===== src/rtl/swn_pkg.sv =====
// swn_pkg: shared types, default parameters and the window negation helper
// for serial_window_negator.
package swn_pkg;

  // Default geometry of the block.
  localparam int SWN_DEPTH_DEFAULT = 16;
  localparam int SWN_WIN_DEFAULT   = 3;

  // Widest window the negation helper supports.
  localparam int SWN_WIN_MAX = 32;

  // Fill state of the shift register.
  typedef enum logic [1:0] {
    EMPTY   = 2'd0,
    FILLING = 2'd1,
    FULL    = 2'd2
  } swn_state_e;

  // Two's-complement negation of a zero-extended window. The low WIN bits
  // of the result equal (0 - window) mod 2^WIN for any WIN <= SWN_WIN_MAX.
  function automatic logic [SWN_WIN_MAX-1:0] swn_negate(input logic [SWN_WIN_MAX-1:0] value);
    return {SWN_WIN_MAX{1'b0}} - value;
  endfunction

endpackage


===== src/rtl/swn_bit_counter.sv =====
// swn_bit_counter: wrapping frame bit counter and saturating fill counter.
// clr has priority over shift_en; frame_done flags the edge that accepts the
// last bit of a frame.
module swn_bit_counter
  import swn_pkg::*;
#(
  parameter int DEPTH = SWN_DEPTH_DEFAULT
) (
  input  logic                       clk,
  input  logic                       rst_n,
  input  logic                       clr,
  input  logic                       shift_en,
  output logic [$clog2(DEPTH+1)-1:0] fill_cnt,
  output logic                       frame_done
);

  localparam int CW = $clog2(DEPTH);
  localparam int FW = $clog2(DEPTH + 1);

  localparam logic [CW-1:0] BIT_LAST = CW'(DEPTH - 1);
  localparam logic [FW-1:0] FILL_MAX = FW'(DEPTH);

  logic [CW-1:0] bit_cnt_r;
  logic [FW-1:0] fill_cnt_r;

  // Bit position within the current frame; wraps to zero after the last bit.
  always_ff @(posedge clk or negedge rst_n) begin
    if (!rst_n) begin
      bit_cnt_r <= {CW{1'b0}};
    end else if (clr) begin
      bit_cnt_r <= {CW{1'b0}};
    end else if (shift_en) begin
      if (bit_cnt_r == BIT_LAST) begin
        bit_cnt_r <= {CW{1'b0}};
      end else begin
        bit_cnt_r <= bit_cnt_r + CW'(1);
      end
    end else begin
      bit_cnt_r <= bit_cnt_r;
    end
  end

  // Number of accepted bits since reset or clr, saturating at DEPTH.
  always_ff @(posedge clk or negedge rst_n) begin
    if (!rst_n) begin
      fill_cnt_r <= {FW{1'b0}};
    end else if (clr) begin
      fill_cnt_r <= {FW{1'b0}};
    end else if (shift_en && (fill_cnt_r != FILL_MAX)) begin
      fill_cnt_r <= fill_cnt_r + FW'(1);
    end else begin
      fill_cnt_r <= fill_cnt_r;
    end
  end

  assign fill_cnt   = fill_cnt_r;
  assign frame_done = shift_en & ~clr & (bit_cnt_r == BIT_LAST);

endmodule


===== src/rtl/serial_window_negator.sv =====
// serial_window_negator: serial-in shift register with a negated low window
// and framed parallel output.
// Optional feature macro: SWN_MATCH_EN adds a registered frame comparator
// against match_pattern; without it match is tied low.
module serial_window_negator
  import swn_pkg::*;
#(
  parameter int DEPTH = SWN_DEPTH_DEFAULT,
  parameter int WIN   = SWN_WIN_DEFAULT
) (
  input  logic                       clk,
  input  logic                       rst_n,
  input  logic                       shift_en,
  input  logic                       data_in,
  input  logic                       clr,
  input  logic [DEPTH-1:0]           match_pattern,
  output logic [WIN-1:0]             data_out,
  output logic                       win_valid,
  output logic [DEPTH-1:0]           frame_out,
  output logic                       frame_valid,
  output logic [$clog2(DEPTH+1)-1:0] fill_cnt,
  output logic                       match
);

  localparam int FW = $clog2(DEPTH + 1);

  localparam logic [FW-1:0] FILL_LAST = FW'(DEPTH - 1);
  localparam logic [FW-1:0] WIN_FILL  = FW'(WIN);

  logic [DEPTH-1:0] sr_r;
  logic [DEPTH-1:0] sr_next_s;
  logic [DEPTH-1:0] frame_r;
  logic             frame_valid_r;
  logic             accept_s;
  logic             frame_done_s;
  logic [FW-1:0]    fill_cnt_s;
  swn_state_e       state_r;

  assign accept_s  = shift_en & ~clr;
  assign sr_next_s = {sr_r[DEPTH-2:0], data_in};

  swn_bit_counter #(
    .DEPTH (DEPTH)
  ) u_bit_counter (
    .clk        (clk),
    .rst_n      (rst_n),
    .clr        (clr),
    .shift_en   (shift_en),
    .fill_cnt   (fill_cnt_s),
    .frame_done (frame_done_s)
  );

  // Serial shift register; newest bit enters at bit 0.
  always_ff @(posedge clk or negedge rst_n) begin
    if (!rst_n) begin
      sr_r <= {DEPTH{1'b0}};
    end else if (clr) begin
      sr_r <= {DEPTH{1'b0}};
    end else if (accept_s) begin
      sr_r <= sr_next_s;
    end else begin
      sr_r <= sr_r;
    end
  end

  // Fill state machine: EMPTY -> FILLING -> FULL, clr returns to EMPTY.
  always_ff @(posedge clk or negedge rst_n) begin
    if (!rst_n) begin
      state_r <= EMPTY;
    end else begin
      case (state_r)
        EMPTY: begin
          if (clr) begin
            state_r <= EMPTY;
          end else if (accept_s) begin
            state_r <= FILLING;
          end else begin
            state_r <= EMPTY;
          end
        end
        FILLING: begin
          if (clr) begin
            state_r <= EMPTY;
          end else if (accept_s && (fill_cnt_s == FILL_LAST)) begin
            state_r <= FULL;
          end else begin
            state_r <= FILLING;
          end
        end
        FULL: begin
          if (clr) begin
            state_r <= EMPTY;
          end else begin
            state_r <= FULL;
          end
        end
        default: begin
          state_r <= EMPTY;
        end
      endcase
    end
  end

  // Frame capture and one-cycle valid pulse on the frame-completing edge.
  always_ff @(posedge clk or negedge rst_n) begin
    if (!rst_n) begin
      frame_r       <= {DEPTH{1'b0}};
      frame_valid_r <= 1'b0;
    end else if (frame_done_s) begin
      frame_r       <= sr_next_s;
      frame_valid_r <= 1'b1;
    end else begin
      frame_r       <= frame_r;
      frame_valid_r <= 1'b0;
    end
  end

`ifdef SWN_MATCH_EN
  logic match_r;
  logic unused_s;

  // Registered comparison of the completing frame against match_pattern.
  always_ff @(posedge clk or negedge rst_n) begin
    if (!rst_n) begin
      match_r <= 1'b0;
    end else if (frame_done_s) begin
      match_r <= (sr_next_s == match_pattern);
    end else begin
      match_r <= 1'b0;
    end
  end

  // The oldest register bit only falls off the end of the shift.
  assign unused_s = sr_r[DEPTH-1];
  assign match    = match_r;
`else
  logic unused_s;

  // No comparator: the pattern and the shifted-out bit are sinks only.
  assign unused_s = ^{sr_r[DEPTH-1], match_pattern};
  assign match    = 1'b0;
`endif

  assign data_out    = WIN'(swn_negate(SWN_WIN_MAX'(sr_r[WIN-1:0])));
  assign win_valid   = (fill_cnt_s >= WIN_FILL);
  assign frame_out   = frame_r;
  assign frame_valid = frame_valid_r;
  assign fill_cnt    = fill_cnt_s;

endmodule


===== config.mk =====
export PLATFORM = sky130hd
export DESIGN_NAME = serial_window_negator
export DESIGN_NICKNAME = d
export VERILOG_FILES = /design/src/rtl/swn_pkg.sv /design/src/rtl/swn_bit_counter.sv /design/src/rtl/serial_window_negator.sv
export SDC_FILE = /design/constraint.sdc
export NUM_CORES = 1
export LEC_CHECK = 0
export ABC_AREA = 1
export CAP_MARGIN = 20
export CORE_ASPECT_RATIO = 0.6
export CORE_MARGIN = 5
export CORE_UTILIZATION = 52
export DETAILED_ROUTE_END_ITERATION = 8
export PLACE_DENSITY = 0.89
export SYNTH_ARGS = -nofsm -noshare
export SYNTH_HDL_FRONTEND = slang
export SYNTH_HIERARCHICAL = 1
export SYNTH_SLANG_ARGS = --single-unit

===== constraint.sdc =====
create_clock -name clk -period 2.9 [get_ports clk]
set_clock_uncertainty 0.05 [all_clocks]
set_input_delay 0.725 -clock clk [delete_from_list [all_inputs] [get_ports clk]]
set_output_delay 0.725 -clock clk [all_outputs]
set_load 0.01 [all_outputs]

* After elaboration in Yosys (flattened, before gate mapping)
Cells that the tools add are included.
** Storage, ports and cells
- Flip-flop bits (word level) :: 41
- Input port bits :: 21
- Logic and storage cells :: 26
** Cells by class
- $add $sub $neg :: 3
- Order comparisons :: 1
- Equality and inequality tests :: 2
- Muxes and demuxes :: 8
- Bitwise logic cells :: 3
- Reduce and logical (&&, ||, !) cells :: 4
** Operator list (number)
- 15-bit two-way mux :: 2
- 4-bit two-way mux :: 3
- 5-bit two-way mux :: 2
- 2-bit nonzero test :: 3
- 5-bit by 1-bit adder with 5-bit output (second input constant) :: 1
- 5-bit by 2-bit >= comparator with 1-bit output (second input constant) :: 1
- 5-bit != test (second input constant) :: 1
- 4-bit by 1-bit adder with 4-bit output (second input constant) :: 1
- 4-bit == test (second input constant) :: 1
- 1-bit by 3-bit subtractor with 3-bit output (first input constant) :: 1
- 1-bit AND :: 2
- 1-bit logical AND :: 1
- 1-bit two-way mux :: 1
- 1-bit inverter :: 1

* Logic depth before layout (Yosys ltp)
Gate-level depths: netlist of run 1.
- Depth in word-level cells :: 4
- Depth in mapped cells :: 9
- Depth with buffers taken out :: 9

* By module
Netlist of run 1, hierarchy kept.
** By module, submodules not included
- serial_window_negator :: instances 1, cells each 144, area each 1316.3 um^2
- swn_bit_counter :: instances 1, cells each 64, area each 538.0 um^2

* Least setup slack after synthesis of run 1
OpenSTA, ideal clock, no wires.
- Kind :: reg2out
- From :: reg sr_r[0]
- To :: out data_out[2]
- Arrival :: 847 ps
- Required time :: 2125 ps
- Path slack :: 1278 ps
- Cell stages (with the launch flop) :: 4
- Buffers on the path :: 0
- Cells stage by stage :: dfrtp_1 -> inv_1 -> ha_1 -> xnor2_1
** On the way
- Cells in the longest elaborated chain, start to end :: 1
** RTL lines
- start, declared :: line serial_window_negator.sv:30 : logic [DEPTH-1:0] sr_r;
- start signal, assigned :: line serial_window_negator.sv:56 : sr_r <= {DEPTH{1'b0}};
- start signal, assigned :: line serial_window_negator.sv:58 : sr_r <= {DEPTH{1'b0}};
- start signal, assigned :: line serial_window_negator.sv:60 : sr_r <= sr_next_s;
- 1-bit by 3-bit subtractor with 3-bit output :: line swn_pkg.sv:22 : return {SWN_WIN_MAX{1'b0}} - value;
- end, declared :: line serial_window_negator.sv:17 : output logic [WIN-1:0] data_out,
Every way passes these cells.

* Final worst setup path of run 1
Ends and elaborated chain as after synthesis.

==> qor.csv, run 1 <==
stage,metric,value,unit
clocking,Post-CTS Hold Buffers,0,
route,Via Count,1478,
clocking,CTS max path bufs,2,
timing,Slew headroom,40.97,%
floorplan,I/O pin total,48,
pwr,combinational fraction of design power,10.7,%
global_routing,vias in the first global route,1470,
place,number of port buffers,30,
clocking,# H-tree levels,2,
pwr,maximum vdd drop,0.2839,mV
timing,Max Clk Rate,416.1,MHz
global_routing,busiest grt layer,met2,
pwr,Switching Fraction,23.81,%
global_routing,global-route wire length before repair,6520,um
worst_setup_path,CP Capture Type,primary output,
pwr,Clk pwr share,33.8,%
global_routing,largest net degree at the start of global routing,42,
worst_setup_path,startpoint class of the critical path,register,
logic_synthesis,Yosys top cell area share,55.33,%
logic_synthesis,top post-synthesis cells by count,"nand2_1, dfrtp_1, inv_1, nand3_1, o21ai_1",
global_routing,met3 Track Usage GR,4.825,%
pwr,Leak Pwr,1.142,nW
logic_synthesis,"area leader, netlist",dfrtp_1,
run_status,outcome,completed,
route,wire length per cell,13.54,um
floorplan,Core Region,3343,um2
logic_synthesis,syn_area_per_cell,8.915,um2
route,routed wire length,3846,um
logic_synthesis,top-count cell post-synth,nand2_1,
pwr,power per standard cell area,483.0,nW/um2
cells_and_area,FILL cells,281,
worst_setup_path,CP max FO,5,
clocking,worst skew pair latency,0.29,ns
floorplan,die height,56.26,um
timing,crit path time final,2.403,ns
logic_synthesis,number of synthesized flops with an enable pin,0,
timing,Slew @ Worst Pin,0.8855,ns
place,GP Congestion,0.8828,
cells_and_area,P&R area growth vs syn,21.59,%
timing,Hold Fails Final Rpt,0,
flow_run,max_cap viols,0,
global_routing,grt total ovfl,0,
pwr,Psw,0.2593,mW
route,Routed Antenna Nets,0,
worst_setup_path,Worst Path Required,2.12,ns
pwr,P_int,0.8298,mW
global_routing,M1 GR Usage,22.59,%
cells_and_area,share of cells above drive strength 1,10.46,%
place,post-detail-place hpwl,2698,um
pwr,Seq pwr share,55.5,%
clocking,clk slew on worst S/H paths,0.07,ns
logic_synthesis,"Async S/R FF share, synth",100.0,%
logic_synthesis,"top cells by area, synth","dfrtp_1, nand2_1, nand3_1, inv_1, o21ai_1",
worst_setup_path,CP Class,reg -> out,
clocking,CTS root buffer,clkbuf_8,
clocking,Setup Buffers After CTS,0,
route,DRC,0,
timing,max-slew violations,0,
route,drt initial violations,108,
logic_synthesis,Yosys cell types,26,
floorplan,DIE AREA,4899,um2
logic_synthesis,mapped cell area,1854,um2
clocking,Sink Count,41,
cells_and_area,Antenna Cells,0,
route,DR vias/cell,5.204,
global_routing,Total GRT Usage,16.98,%
logic_synthesis,Synth Warn #,6,
logic_synthesis,post-synthesis cell count,208,
worst_setup_path,Critical Path AT,1.63,ns
clocking,number of buffers created by CTS,5,
timing,endpoints failing setup,0,
logic_synthesis,synthesized net count,233,
worst_setup_path,R2R setup slack,1.31,ns
floorplan,Die Wd,87.09,um
logic_synthesis,Post-synth top flop,dfrtp_1,
global_routing,GR Util met2,25.84,%
timing,setup TNS,0,ns
clocking,post-CTS resize count,0,
timing,period utilization,82.88,%
clocking,CTS tree,built,
cells_and_area,Final Core Density,67.44,%
global_routing,initial antenna violation count,0,
cells_and_area,final net count,264,
floorplan,row count,16,
floorplan,starting utilization of the core area,55.46,%
hold_path,min-delay worst type,reg -> reg,
logic_synthesis,sequential share of the synthesized area,55.33,%
logic_synthesis,"FF+latch count, synth",41,
timing,RSZ-0062 raised after global routing,false,
route,Pre-antenna DRT Iters,5,
## metal layers
metal | share of wire (%) | vias to the layer above
li1 | - | 712
met1 | 46 | 709
met2 | 46 | 45
met3 | 6.6 | 12
met4 | 2.2 | 0
met5 | 0 | -
## logic make-up (layout without fill, tap and decap cells)
family                     Yosys count  count (layout)  share of synthesized area [%]
buffers and inverters               37              68                          9.177
adders and majority gates            4               4                          2.699
DFF                                 41              41                          55.33
xor gates and xnor gates             2               2                         0.9448
and+or+nand+nor                    101             101                          24.70
AOI/OAI and AO/OA                   22              22                          6.950
other                                1               1                         0.2022
## registers in the layout (all words and copies together), names as in the netlist
name                     cells
u_bit_counter/bit_cnt_r      4
frame_valid                  1
frame_out                   16
u_bit_counter/fill_cnt       5
sr_r                        15
## area by class of cell
cell class	instances	area [um2]	area share, %
clock buffer	7	86.33	3.829
timing repair buffer	33	317.8	14.10
multi-input combinational	130	663.1	29.41
sequential	41	1026	45.50
inverter	28	105.1	4.662
tap	45	56.30	2.497
## through the flow
stage | cell area [um2] | power (mW) | hold slack, ns | cells | worst slack, ns
3_5_place_dp | 2168 | 0.7327 | 0.4203 | 277 | 0.5071
3_3_place_gp | 2168 | 0.7277 | 0.4063 | 277 | 0.5767
6_report | 2255 | 1.089 | 0.4430 | 284 | 0.4965
2_1_floorplan | 1854 | 0.6702 | 0.3794 | 208 | 1.278
4_1_cts | 2255 | 1.100 | 0.4456 | 284 | 0.4769
5_1_grt | 2255 | 1.144 | 0.4814 | 284 | 0.4296
## power groups by stage
stage / clock network (mW) / logic [mW] / registers (mW)
2_1_floorplan: 0 / 0.0499 / 0.620
3_3_place_gp: 0 / 0.113 / 0.615
3_5_place_dp: 0 / 0.117 / 0.615
4_1_cts: 0.378 / 0.118 / 0.605
5_1_grt: 0.409 / 0.128 / 0.607
6_report: 0.368 / 0.116 / 0.605
## cell usage in the layout, fill, tap and decap left out, drive strengths merged
cell type,instances
a21oi,1
a22o,1
buf,4
clkbuf,7
clkdlybuf4s50,29
conb,1
dfrtp,41
ha,4
inv,28
nand2,64
nand3,23
nand3b,1
nand4,4
nor2,8
nor3,1
o21ai,19
o22ai,1
xnor2,1
xor2,1
## worst paths after layout
kind / from / end / depth (start not counted)
setup / recovery: sr_r[0] / data_out[2] / 4
hold / removal: sr_r[14] / sr_r[14] / 2
setup reg to reg: u_bit_counter/bit_cnt_r[0] / frame_out[2] / 6
hold reg to reg: sr_r[14] / sr_r[14] / 2
max in group asynchronous: rst_n / sr_r[1] / 1
min in group asynchronous: rst_n / u_bit_counter/fill_cnt[0] / 1
## worst max-delay path, cell delays in order, from the launching register on
cell	delay, ns
dfrtp_1	0.41
inv_1	0.06
ha_1	0.20
xnor2_1	0.12
clkdlybuf4s50_1	0.55
No activity file was read; power rests on OpenSTA's default activity.
==> run 2: changes to the inputs <==
--- a/config.mk
+++ b/config.mk
@@ -9,9 +9,9 @@
 export CAP_MARGIN = 20
 export CORE_ASPECT_RATIO = 0.6
 export CORE_MARGIN = 5
-export CORE_UTILIZATION = 52
+export CORE_UTILIZATION = 48
 export DETAILED_ROUTE_END_ITERATION = 8
-export PLACE_DENSITY = 0.89
+export PLACE_DENSITY = 0.84
 export SYNTH_ARGS = -nofsm -noshare
 export SYNTH_HDL_FRONTEND = slang
 export SYNTH_HIERARCHICAL = 1
==> constraint.sdc (replaced) <==
create_clock -name clk -period 2.4 [get_ports clk]
set_clock_uncertainty 0.05 [all_clocks]
set_input_delay 0.6 -clock clk [delete_from_list [all_inputs] [get_ports clk]]
set_output_delay 0.6 -clock clk [all_outputs]
set_load 0.01 [all_outputs]
==> run 2 against run 1 <==
Core utilization fell by 5.6 points; critical path depth did not move; setup slack got worse by 0.37 ns; non-clock buffer count rose by 2; highest routed layer unchanged; register-to-register slack got worse by 0.43 ns; first-iteration DRC count fell by 30%; sequential share of layout area fell by 0.65 points; via count fell by 5.4%.
==> qor.csv, run 2 (same netlist as run 1, synthesis figures left out) <==
stage,metric,value,unit
flow_run,max_cap viols,0,
worst_setup_path,Critical Path AT,1.62,ns
route,Via Count,1398,
worst_setup_path,reg-to-reg endpoint,frame_out[5],
cells_and_area,Antenna Cells,0,
timing,endpoints failing setup,0,
worst_setup_path,reg2reg path depth,6,
floorplan,starting utilization of the core area,50.10,%
clocking,# H-tree levels,2,
clocking,worst skew pair latency,0.30,ns
worst_setup_path,crit-path leading delay family,buffers and inverters,
pwr,maximum vdd drop,0.3317,mV
worst_setup_path,Critical Path Max Stage Delay,0.55,ns
floorplan,row count,17,
timing,Final WS setup,0.1306,ns
clocking,clk slew on worst S/H paths,0.07,ns
place,pre-CTS setup slack,0.4112,ns
clocking,Post-CTS Hold Buffers,0,
cells_and_area,final net count,266,
floorplan,Die Wd,90.24,um
pwr,Leak Pwr,1.162,nW
timing,RSZ-0062 raised after global routing,false,
global_routing,vias in the first global route,1375,
place,number of port buffers,30,
cells_and_area,max reg flops,16,
place,post-detail-place hpwl,2513,um
timing,Slew headroom,66.63,%
worst_setup_path,CP Capture Type,primary output,
global_routing,Total GRT Usage,14.40,%
worst_setup_path,R2R setup slack,0.88,ns
floorplan,I/O pin total,48,
timing,max-slew violations,0,
cells_and_area,share of cells above drive strength 1,11.98,%
pwr,Seq pwr share,53.5,%
cells_and_area,"Design Area, Final",2287,um2
timing,setup TNS,0,ns
pwr,Switching Fraction,24.00,%
global_routing,global-route wire length before repair,6009,um
timing,period utilization,94.56,%
hold_path,min-delay worst type,in -> async,
pwr,power per standard cell area,596.7,nW/um2
timing,Max Clk Rate,440.6,MHz
clocking,CTS tree,built,
timing,crit path time final,2.269,ns
worst_setup_path,CP max FO,4,
run_status,outcome,completed,
cells_and_area,P&R area growth vs syn,23.35,%
timing,Slew @ Worst Pin,0.5005,ns
route,wire length per cell,12.26,um
floorplan,Core Region,3701,um2
route,routed wire length,3542,um
floorplan,die height,58.15,um
clocking,number of buffers created by CTS,5,
worst_setup_path,Bufs and invs on worst path,2,
cells_and_area,most frequent cells in the layout,"nand2_1, dfrtp_1, clkdlybuf4s50_1, inv_1, nand3_1",
route,drt initial violations,76,
pwr,Psw,0.3275,mW
global_routing,largest net degree at the start of global routing,42,
clocking,post-CTS resize count,0,
cells_and_area,"most common cell after layout, fill and taps aside",nand2_1,
worst_setup_path,sequence of cells on the critical path,inv_1 > ha_1 > xnor2_1 > clkdlybuf4s50_1,
worst_setup_path,slowest CP cell,clkdlybuf4s50_1,
worst_setup_path,startpoint class of the critical path,register,
clocking,Sink Count,41,
pwr,P_int,1.037,mW
route,Routed Antenna Nets,0,
floorplan,DIE AREA,5247,um2
global_routing,initial antenna violation count,0,
clocking,CTS root buffer,clkbuf_8,
route,DR vias/cell,4.837,
global_routing,grt total ovfl,0,
worst_setup_path,CP Class,reg -> out,
worst_setup_path,Worst Path Required,1.75,ns
pwr,combinational fraction of design power,10.4,%
timing,Hold WS,0.2987,ns
worst_setup_path,worst reg2reg startpoint,u_bit_counter/bit_cnt_r[0],
timing,Hold Fails Final Rpt,0,
clocking,CTS max path bufs,2,
place,GP Congestion,0.7428,
route,Pre-antenna DRT Iters,4,
route,DRC,0,
place,Area after DPL,2178,um2
pwr,Clk pwr share,36.1,%
## run 2: cell count changes in the layout (fill, tap and decap cells not counted), sizes merged
cell | previous run | this run
buf | 4 | 6
clkinv | 0 | 1
## run 2: what timing repair did
action,CTS,global route
endpoints found under the setup margin,0,1
hold endpoints to repair,0,0
setup buffers,0,1
## run 2: worst max-delay path by stage
stage	start	endpoint	slack, ns	depth (start not counted)
floorplan	u_bit_counter/bit_cnt_r[0]	frame_out[10]	0.90	5
global route	sr_r[0]	data_out[2]	0.02	4
detailed placement	clr	frame_out[5]	0.41	5
CTS	sr_r[0]	data_out[2]	0.08	4
finish	sr_r[0]	data_out[2]	0.13	4
global placement	clr	frame_out[15]	0.42	4
## run 2: per-stage QoR
step	total power [mW]	std cells	utilization, %
floorplan	0.8098	208	-
global placement	0.8823	280	58.86
detailed placement	0.8862	280	58.86
CTS	1.379	288	61.60
global route	1.426	289	61.80
finish	1.365	289	61.80
## run 2: power by group through the flow
stage / sequential (mW) / combinational [mW] / clock [mW]
finish: 0.730 / 0.142 / 0.493
global placement: 0.743 / 0.139 / 0
global route: 0.733 / 0.158 / 0.535
detailed placement: 0.744 / 0.142 / 0
floorplan: 0.749 / 0.0603 / 0
CTS: 0.730 / 0.143 / 0.506
## run 2: metal layers
layer | wire length (um) | part of all wire [%] | GRT usage (%)
met1 | 1725 | 49 | 18.39
met2 | 1559 | 44 | 23.02
met3 | 208 | 5.9 | 4.150
met4 | 48 | 1.4 | 6.582
met5 | 0 | 0 | 0
## run 2: final cells by class
cell class / count / area, um2
fillers: 321 / 1414
clock inverters: 1 / 5.005
inverters: 28 / 105.1
repair buffers: 35 / 332.8
clock buffers: 7 / 96.34
well taps: 47 / 58.81
flip-flops and latches: 41 / 1026
multi-input cells: 130 / 663.1
## run 2: worst register-to-register path, delay by kind of cell, from the launching register on
kind	cells	cell delay, ns
flops	1	0.43
fa+ha+maj	1	0.22
buf+inv	1	0.32
compound gates	1	0.09
simple gates	3	0.35
